## src/rtl/load_store_unit.sv

```systemverilog
// Load/store initiator for the data memory port: one request in flight, holds stores
// until write_done, extends load data. Define LSU_MISALIGN_TRAP_EN to fault misaligned accesses.
module load_store_unit #(
  parameter int ADDR_WIDTH = 32,
  parameter int DATA_WIDTH = 32
) (
  input  logic                              clk,
  input  logic                              rst_n,
  input  logic                              req_valid,
  output logic                              req_ready,
  input  logic                              req_is_store,
  input  logic [1:0]                        req_size,
  input  logic                              req_unsigned,
  input  logic [ADDR_WIDTH-1:0]             req_addr,
  input  logic [DATA_WIDTH-1:0]             req_wdata,
  output logic                              resp_valid,
  output logic [DATA_WIDTH-1:0]             resp_rdata,
  output logic                              resp_fault,
  output logic [ADDR_WIDTH-1:0]             fetch_addr,
  input  logic [DATA_WIDTH-1:0]             fetched_data,
  input  logic                              fetch_done,
  output logic [ADDR_WIDTH-1:0]             write_addr,
  output logic [DATA_WIDTH-1:0]             write_data,
  output logic [$clog2(DATA_WIDTH/8):0]     bytes_to_write,
  output logic                              write_activate,
  input  logic                              write_done
);
  localparam int BW = $clog2(DATA_WIDTH/8) + 1;

  typedef enum logic [1:0] {IDLE, LOAD, STORE, RESP} state_t;
  state_t state;

  logic [1:0]            sz_q;
  logic                  uns_q;
  logic                  misalign;
  logic                  bad_req;
  logic                  ext_bit;
  logic [DATA_WIDTH-1:0] load_ext;

  assign req_ready = (state == IDLE);

`ifdef LSU_MISALIGN_TRAP_EN
  always_comb begin
    misalign = ((req_size == 2'd1) && req_addr[0]) ||
               ((req_size == 2'd2) && (req_addr[1:0] != 2'b00));
  end
`else
  // Memory is byte-addressed, so misaligned accesses pass straight through.
  always_comb misalign = 1'b0;
`endif

  assign bad_req = (req_size == 2'd3) || misalign;

  always_comb begin
    ext_bit  = 1'b0;
    load_ext = fetched_data;
    case (sz_q)
      2'd0: begin
        ext_bit  = ~uns_q & fetched_data[7];
        load_ext = {{(DATA_WIDTH-8){ext_bit}}, fetched_data[7:0]};
      end
      2'd1: begin
        ext_bit  = ~uns_q & fetched_data[15];
        load_ext = {{(DATA_WIDTH-16){ext_bit}}, fetched_data[15:0]};
      end
      default: load_ext = fetched_data;
    endcase
  end

  always_ff @(posedge clk or negedge rst_n) begin
    if (!rst_n) begin
      state          <= IDLE;
      sz_q           <= 2'd0;
      uns_q          <= 1'b0;
      resp_valid     <= 1'b0;
      resp_fault     <= 1'b0;
      resp_rdata     <= '0;
      fetch_addr     <= '0;
      write_addr     <= '0;
      write_data     <= '0;
      bytes_to_write <= '0;
      write_activate <= 1'b0;
    end else begin
      case (state)
        IDLE: if (req_valid) begin
          sz_q  <= req_size;
          uns_q <= req_unsigned;
          if (bad_req) begin
            resp_valid <= 1'b1;
            resp_fault <= 1'b1;
            resp_rdata <= '0;
            state      <= RESP;
          end else if (req_is_store) begin
            write_addr     <= req_addr;
            write_data     <= req_wdata;
            bytes_to_write <= BW'(1) << req_size;
            write_activate <= 1'b1;
            state          <= STORE;
          end else begin
            fetch_addr <= req_addr;
            state      <= LOAD;
          end
        end
        LOAD: if (fetch_done) begin
          resp_rdata <= load_ext;
          resp_valid <= 1'b1;
          resp_fault <= 1'b0;
          state      <= RESP;
        end
        // write_activate stays up until the memory acknowledges the commit.
        STORE: if (write_done) begin
          write_activate <= 1'b0;
          resp_rdata     <= '0;
          resp_valid     <= 1'b1;
          resp_fault     <= 1'b0;
          state          <= RESP;
        end
        RESP: begin
          resp_valid <= 1'b0;
          resp_fault <= 1'b0;
          state      <= IDLE;
        end
        default: state <= IDLE;
      endcase
    end
  end
endmodule

```

## config.mk

```make
export PLATFORM = sky130hd
export DESIGN_NAME = load_store_unit
export DESIGN_NICKNAME = d
export VERILOG_FILES = /design/src/rtl/load_store_unit.sv
export SDC_FILE = /design/constraint.sdc
export NUM_CORES = 1
export LEC_CHECK = 0
export BUFFER_PORTS_ARGS = -buffer_cell sky130_fd_sc_hd__buf_2
export CORE_MARGIN = 4
export CORE_UTILIZATION = 49
export CTS_BUF_LIST = sky130_fd_sc_hd__clkbuf_8
export DETAILED_ROUTE_END_ITERATION = 16
export PLACE_DENSITY = 0.81
export SLEW_MARGIN = 10
export SYNTH_ARGS = -nofsm -noshare
export SYNTH_HDL_FRONTEND = slang
export SYNTH_SLANG_ARGS = --single-unit
```

## constraint.sdc

```tcl
create_clock -name clk -period 3.2 [get_ports clk]
set_input_delay 0.48 -clock clk [delete_from_list [all_inputs] [get_ports clk]]
set_output_delay 0.48 -clock clk [all_outputs]
set_load 0.01 [all_outputs]
```

Word-level counts from Yosys, hierarchy flattened
Index checks and enable logic that the tools add are counted.
Word-level totals
  input port bits: 105
  RAM bits: 0
  memories: 0
  ROM bits: 0
  latch bits: 0
  output and inout port bits: 135
  register bits after elaboration: 139
Operators by class
  multiply operators: 0
  $lt $le $gt $ge: 0
  reduce and logical (&&, ||, !) cells: 11
  add/subtract/negate cells: 0
  mux-type cells: 24
  divide/modulo/power cells: 0
  bitwise operators: 5
  shifts and indexed selects: 1
  equality and inequality tests: 11
Operator list (count)
  $mux W32: 4
  $pmux W32 S3: 1
  $pmux W32 S2: 1
  $reduce_and A4 Y1: 3
  $mux W2: 5
  $reduce_and A5 Y1: 2
  $mux W1: 9
  $ne A2 B2 Y1 const B: 4
  $pmux W1 S4: 2
  $pmux W2 S4: 1
  $eq A2 B2 Y1 const B: 3
  $eq A2 B1 Y1 const B: 2
  $logic_not A2 Y1: 2
  $ne A2 B1 Y1 const B: 2
  $not A1 Y1: 3
  $reduce_and A3 Y1: 1
  $reduce_bool A3 Y1: 1
  $shl A1 B2 Y3 const A: 1
  $and A1 B1 Y1: 2
  $pmux W1 S2: 1
  $reduce_and A2 Y1: 1
  $reduce_bool A2 Y1: 1

Depth between registers and ports, before layout
Gate-level depths: netlist of run 1.
  depth after elaboration: 5
  gate-level depth with buffers: 9
  mapped depth without buffers: 6

Worst setup path after synthesis of run 1
No wires, ideal clock.
  path kind: reg-to-reg
  from: reg state[1]
  to: reg resp_rdata[14]
  required time: 3.075 ns
  slack: 0.937 ns
  setup time: 0.125 ns
  stages on the path, launching flop included: 10
  period minus slack after synthesis: 2.263 ns
  data arrival time: 2.138 ns
  cells stage by stage: dfrtp_1 > inv_1 > ha_1 > buf_2 > and2b_1 > or3_1 > buf_6 > nor3_4 > buf_8 > mux2_4
On the way
  longest elaborated chain between the ends: 3
  elaborated cells between the ends (all ways): 10
  classes of those cells: eq/ne: 6; mux: 1; reduce/logical: 3
Ends and longest elaborated chain
  start: declaration: line 31  | state_t state;
  start signal: assignment: line 72  | state <= IDLE;
  start signal: assignment: line 92  | state <= RESP;
  start signal: assignment: line 98  | state <= STORE;
  $eq A2 B2 Y1 (tied with other cells): line 84  | case (state)
  $ne A2 B2 Y1 (no line) (tied with other cells)
  $reduce_and A5 Y1 (no line)
  end signal: assignment: line 105  | resp_rdata <= load_ext;
  end: declaration: line 17  | output logic [DATA_WIDTH-1:0] resp_rdata,
Parallel ways exist; a longest one is shown, timed or not.
A chain may end at the register's enable or synchronous reset.

Worst setup path in the final report of run 1
  from: reg state[1]
  to: reg resp_rdata[3]
Same word-level chain as after synthesis.

==> results.yml, run 1 <==
worst_setup_path:
  critPathRequiredTime_ns: 3.55
  worst_setup_path_start_kind: "flop"
  worst_path_max_delay_cell: "sky130_fd_sc_hd__nor3_4"
  critPathArrivalTime_ns: 3.12
  worstPathCellList: "inv_1 -> ha_1 -> and2b_1 -> or3_1 -> nor3_4 -> buf_4 -> mux2i_1"
  critical_path_peak_fanout: 18
  worst-setup-path-type: "reg -> reg"
  cp_max_stage_delay_ns: 0.62
  r2r_slack_ns: 0.44
  crit_buf_inv: 2
  crit_family: "simple AND/OR/NAND/NOR gates"
  critical_path.endpoint_type: "flop"
route:
  viasPerCell: 5.18
  antenna_left: 0
  firstDrtPassIters: 4
  detail_route.drc_violations: 0
  totalWireLength_um: 13600
  post_drt_wl_per_cell_um: 17.3
  route.vias.total: 4054
  drt_first_iter_violations: 239
global_route:
  grt_total_ovfl: 0
  grt_first_pass_wirelength_um: 22100
  grt_pass1_vias: 4388
  grt_usage: 0.216
  antenna_found_initial: 1
  grt_max_degree: 85
die:
  ioPinCount: 240
  rows: 38
  initial_utilization: 0.509
  design.die.area_um2: 13200
  placeableCoreArea_um2: 11000
  die_h_um: 115
  chipWidth_um: 115
power_and_ir_drop:
  worst_ir_drop_vdd_uv: 572
  power_per_cell_area_nw_per_um2: 984
  static-leakage-power_nw: 3.70
logic_synthesis:
  yosysTopAreaCell: "sky130_fd_sc_hd__dfrtp_1"
  syn_avg_cell_area_um2: 14.4
  synth_seq_cells: 139
  synth_enable_flop_cells: 0
  synth_cell_types: 29
  post_synth_inst_count: 387
  synth.area.top_cells: "sky130_fd_sc_hd__dfrtp_1 62%, sky130_fd_sc_hd__mux2_2 21%, sky130_fd_sc_hd__o2bb2ai_1 2.5%, sky130_fd_sc_hd__nor2b_1 2.1%, sky130_fd_sc_hd__mux2i_1 1.6%"
  synth_sequential_area_ratio: 0.623
  syn_nets: 497
  postSynth.topFlopCell: "sky130_fd_sc_hd__dfrtp_1"
  ys_warn_count: 0
  post_synth_instance_area_um2: 5590
  netlist_top_cells_count: "139 x sky130_fd_sc_hd__dfrtp_1, 105 x sky130_fd_sc_hd__mux2_2, 19 x sky130_fd_sc_hd__nor2b_1, 16 x sky130_fd_sc_hd__o2bb2ai_1, 14 x sky130_fd_sc_hd__nand2_1"
  asyncSetResetFlopFracSynth: 1.00
  synth.most_common_cell: "sky130_fd_sc_hd__dfrtp_1"
  synth_top_area_share: 0.623
timing:
  worst_slack_ns: 0.437
  finalCriticalPeriod_ns: 2.76
  grt_setup_unrepaired: "false"
  timing.clock.skew_ns: 0.00756
  hold_viol_final: 0
  total_negative_setup_slack_ns: 0
  tightest_slew_ns: 0.742
  maxClockFrequency_mhz: 362
  relSlewSlack: 0.501
  fin_crit_sh: 0.863
  slew_violations: 0
  setup_viol: 0
clock_tree:
  cts.clk_slew.worst_paths_ns: 0.07
  cts_buffers: 17
  h-tree-depth: 4
  clk_root_buffer_cell: "sky130_fd_sc_hd__clkbuf_8"
  post_cts.repair.setup_buffers: 0
  post_cts.resized_instances: 0
  clock_tree.buffer_depth: 2
  cts_num_sinks: 139
  tritoncts: "yes"
  clk-insertion-delay-late_ns: 0.44
  cts_hold_buf: 0
finish:
  design.final.nets: 740
  nFillCells: 809
  stdcell_count: 783
  num_antenna_cells: 0
  area_growth_pct: 30.5
  fraction_of_final_layout_cells_with_drive_strength_greater_than_1: 0.597
placed_design:
  dp_worst_setup_slack_ns: 0.474
  hpwl_um: 10200
  place_congestion: 0.901
  placement.io_buffers: 239
  post-place-cells: 751
run_status:
  outcome: "completed"
min_path:
  holdCritPathClass: "in -> async"
flow_run:
  maxCapViolCount: 0
-- state kept, by name, indices dropped and copies added (netlist names), 2 cells and up --
signal,count
write_addr,32
fetch_addr,32
resp_rdata,32
sz_q,2
write_data,32
state,2
bytes_to_write,3
-- where the power goes --
| group | internal (mW) | leakage [nW] | switching [mW] | total (mW) |
|---|---|---|---|---|
| Sequential | 2.55 | 1.72 | 0.457 | 3.01 |
| Clock | 0.655 | 0.200 | 0.624 | 1.28 |
| Combinational | 1.44 | 1.77 | 1.45 | 2.89 |
-- cell families after synthesis --
logic type	synth area share
muxes	0.233
DFF	0.623
buffers and inverters	0.0253
adders and majority gates	0.0112
and+or+nand+nor	0.0517
AOI/OAI and AO/OA	0.0560
-- final timing paths --
kind	from	endpoint	depth (start not counted)
worst min register to register	resp_rdata[22]	resp_rdata[22]	1
worst max register to register	state[1]	resp_rdata[3]	7
worst min-delay path	rst_n	resp_rdata[2]	1
min in group clk	req_wdata[27]	write_data[27]	2
max in group asynchronous	rst_n	fetch_addr[18]	2
worst max-delay path	state[1]	resp_rdata[3]	7
-- cells in the final DEF, fill, tap and decap left out, types with 2 or more instances in the layout --
cell type and n:
sky130_fd_sc_hd__clkinv_2 4, sky130_fd_sc_hd__mux2_2 105, sky130_fd_sc_hd__nor2_1 11, sky130_fd_sc_hd__mux2_4 2
sky130_fd_sc_hd__o2bb2ai_1 16, sky130_fd_sc_hd__ha_1 5, sky130_fd_sc_hd__nand3_1 2, sky130_fd_sc_hd__nand2_1 14
sky130_fd_sc_hd__clkinvlp_4 2, sky130_fd_sc_hd__o21ai_0 10, sky130_fd_sc_hd__buf_4 4, sky130_fd_sc_hd__a21oi_1 2
sky130_fd_sc_hd__a21boi_0 9, sky130_fd_sc_hd__buf_2 238, sky130_fd_sc_hd__o31ai_1 2, sky130_fd_sc_hd__inv_1 15
sky130_fd_sc_hd__mux2i_1 9, sky130_fd_sc_hd__and2b_1 2, sky130_fd_sc_hd__dfrtp_1 139, sky130_fd_sc_hd__nor2b_1 19
sky130_fd_sc_hd__clkbuf_8 20
-- layout make-up --
class	count	area, um2	share of cell area
clock buffers	20	275	0.0377
clock inverters	12	83.8	0.0115
inverters	10	37.5	0.00515
multi-input cells	218	1990	0.273
flip-flops and latches	139	3480	0.477
well taps	140	175	0.0240
repair buffers	244	1250	0.172
-- layer usage --
layer	global-route usage	up-vias	wire length, um
met5	0	-	13
met4	0.0892	2	304
met3	0.0816	27	1370
met2	0.360	178	6830
met1	0.252	2004	5070
li1	-	1843	-
-- metrics by stage --
step	area (um2)	util	power (mW)	hold WS (ns)
floorplan	5590	-	4.72	0.184
global placement	6930	0.631	5.81	0.465
detailed placement	6930	0.631	5.96	0.469
CTS	7290	0.663	7.26	0.0816
global route	7290	0.664	7.67	0.115
finish	7290	0.664	7.18	0.0861
No activity file was read; power rests on OpenSTA's default activity.
==> run 2, diff against run 1 <==
- PLACE_DENSITY: 0.81 -> 0.82
==> run 2 against run 1 <==
Effect of this change:
- sequential share of layout area down 0.42 points
- worst setup slack got worse by 0.010 ns
- critical path depth unchanged
==> results.yml, run 2 (synthesis gave the netlist of run 1 again) <==
run_status:
  outcome: "completed"
worst_setup_path:
  worst_setup_path_start_kind: "flop"
  critical_path_peak_fanout: 18
  critPathRequiredTime_ns: 3.55
  critPathArrivalTime_ns: 3.12
  worst-setup-path-type: "reg -> reg"
  critical_path.endpoint_type: "flop"
clock_tree:
  clock_tree.buffer_depth: 2
  clk-insertion-delay-late_ns: 0.44
  h-tree-depth: 4
  cts_buffers: 17
  tritoncts: "yes"
  clk_root_buffer_cell: "sky130_fd_sc_hd__clkbuf_8"
  cts.clk_slew.worst_paths_ns: 0.07
  cts_num_sinks: 139
route:
  totalWireLength_um: 13400
  post_drt_wl_per_cell_um: 17.1
  detail_route.drc_violations: 0
  route.vias.total: 4081
  viasPerCell: 5.20
  firstDrtPassIters: 4
  drt_first_iter_violations: 231
  antenna_left: 0
min_path:
  holdCritPathClass: "in -> reg"
timing:
  fin_crit_sh: 0.867
  maxClockFrequency_mhz: 361
  worst_slack_ns: 0.427
  setup_viol: 0
  relSlewSlack: 0.529
  slew_violations: 0
  hold_viol_final: 0
  grt_setup_unrepaired: "false"
  finalCriticalPeriod_ns: 2.77
  tightest_slew_ns: 0.700
  timing.clock.skew_ns: 0.0106
  total_negative_setup_slack_ns: 0
global_route:
  grt_pass1_vias: 4428
  grt_most_used_layer: "met2"
  grt_first_pass_wirelength_um: 21700
  grt_total_ovfl: 0
  grt_usage: 0.213
  gr-usage-met1: 0.257
  antenna_found_initial: 0
  global_route.usage.met3: 0.0837
  grt_max_degree: 70
  gr-usage-met2: 0.342
finish:
  nFillCells: 807
  most_used_cells_in_the_layout_excluding_fill_and_tap_cells: "238 x sky130_fd_sc_hd__buf_2, 139 x sky130_fd_sc_hd__dfrtp_1, 105 x sky130_fd_sc_hd__mux2_2, 22 x sky130_fd_sc_hd__clkbuf_8, 19 x sky130_fd_sc_hd__nor2b_1"
  multi_input_comb_area_um2: 1990
  design.final.nets: 743
  regArea_um2: 3480
  fraction_of_final_layout_cells_with_drive_strength_greater_than_1: 0.600
  num_antenna_cells: 0
  mostFrequentLayoutCell: "sky130_fd_sc_hd__buf_2"
  area_growth_pct: 31.7
power_and_ir_drop:
  design_power_total_mw: 7.29
  static-leakage-power_nw: 3.72
  worst_ir_drop_vdd_uv: 608
  power_per_cell_area_nw_per_um2: 991
die:
  die_h_um: 115
  chipWidth_um: 115
  ioPinCount: 240
  initial_utilization: 0.509
  design.die.area_um2: 13200
  placeableCoreArea_um2: 11000
  rows: 38
placed_design:
  placement.io_buffers: 239
  place_congestion: 0.903
  hpwl_um: 10100
  dp_worst_setup_slack_ns: 0.458
flow_run:
  maxCapViolCount: 0
## run 2: changes by cell type in the layout (fill, tap and decap cells not counted)
cell | before | now
sky130_fd_sc_hd__clkinv_2 | 4 | 2
sky130_fd_sc_hd__buf_4 | 4 | 6
sky130_fd_sc_hd__dlygate4sd3_1 | 0 | 1
sky130_fd_sc_hd__bufinv_16 | 1 | 2
sky130_fd_sc_hd__clkbuf_8 | 20 | 22
sky130_fd_sc_hd__inv_1 | 15 | 13
## run 2: stage by stage
| step | util | area, um2 | hold slack (ns) | cells |
|---|---|---|---|---|
| global placement | 0.632 | 6940 | 0.409 | 753 |
| finish | 0.670 | 7360 | 0.267 | 785 |
| floorplan | - | 5590 | 0.184 | 387 |
| global route | 0.670 | 7360 | 0.239 | 785 |
| detailed placement | 0.632 | 6940 | 0.418 | 753 |
| CTS | 0.669 | 7350 | 0.235 | 785 |
## run 2: worst paths after layout
path	from	to	slack (ns)	cells after the start
hold / removal	req_wdata[26]	write_data[26]	0.27	2
setup reg to reg	state[1]	resp_rdata[6]	0.43	7
min in group asynchronous	rst_n	resp_rdata[27]	0.52	2
setup / recovery	state[1]	resp_rdata[6]	0.43	7
max in group asynchronous	rst_n	fetch_addr[11]	1.97	3
hold reg to reg	resp_rdata[29]	resp_rdata[29]	0.49	1
## run 2: worst max-delay path: stages (launching register included)
cell and delay, ns:
sky130_fd_sc_hd__dfrtp_1 0.39, sky130_fd_sc_hd__inv_1 0.10, sky130_fd_sc_hd__ha_1 0.41, sky130_fd_sc_hd__and2b_1 0.29, sky130_fd_sc_hd__or3_1 0.44, sky130_fd_sc_hd__nor3_4 0.59
sky130_fd_sc_hd__buf_4 0.27, sky130_fd_sc_hd__mux2i_1 0.21
## run 2: cell type report
class,count,share of cell area
tap,140,0.0238
multi-input combinational,218,0.270
clock inverter,9,0.0131
clock buffer,22,0.0412
sequential,139,0.473
timing repair buffer,247,0.174
inverter,10,0.00510
## run 2: repair_timing
| item | CTS | global route |
|---|---|---|
| resized for setup | 0 | 0 |
| setup buffers | 0 | 0 |
| hold endpoints to repair | 41 | 0 |
| hold buffers | 1 | 0 |
## run 2: routing by layer
metal / up-vias / wire, um
li1: 1852 / -
met1: 2002 / 5200
met2: 197 / 6510
met3: 30 / 1400
met4: 0 / 331
met5: - / 0
## run 2: report_power, final
group | internal (mW) | leakage [nW] | switching [mW]
clock network | 0.781 | 0.211 | 0.623
logic | 1.44 | 1.79 | 1.43
registers | 2.55 | 1.72 | 0.462
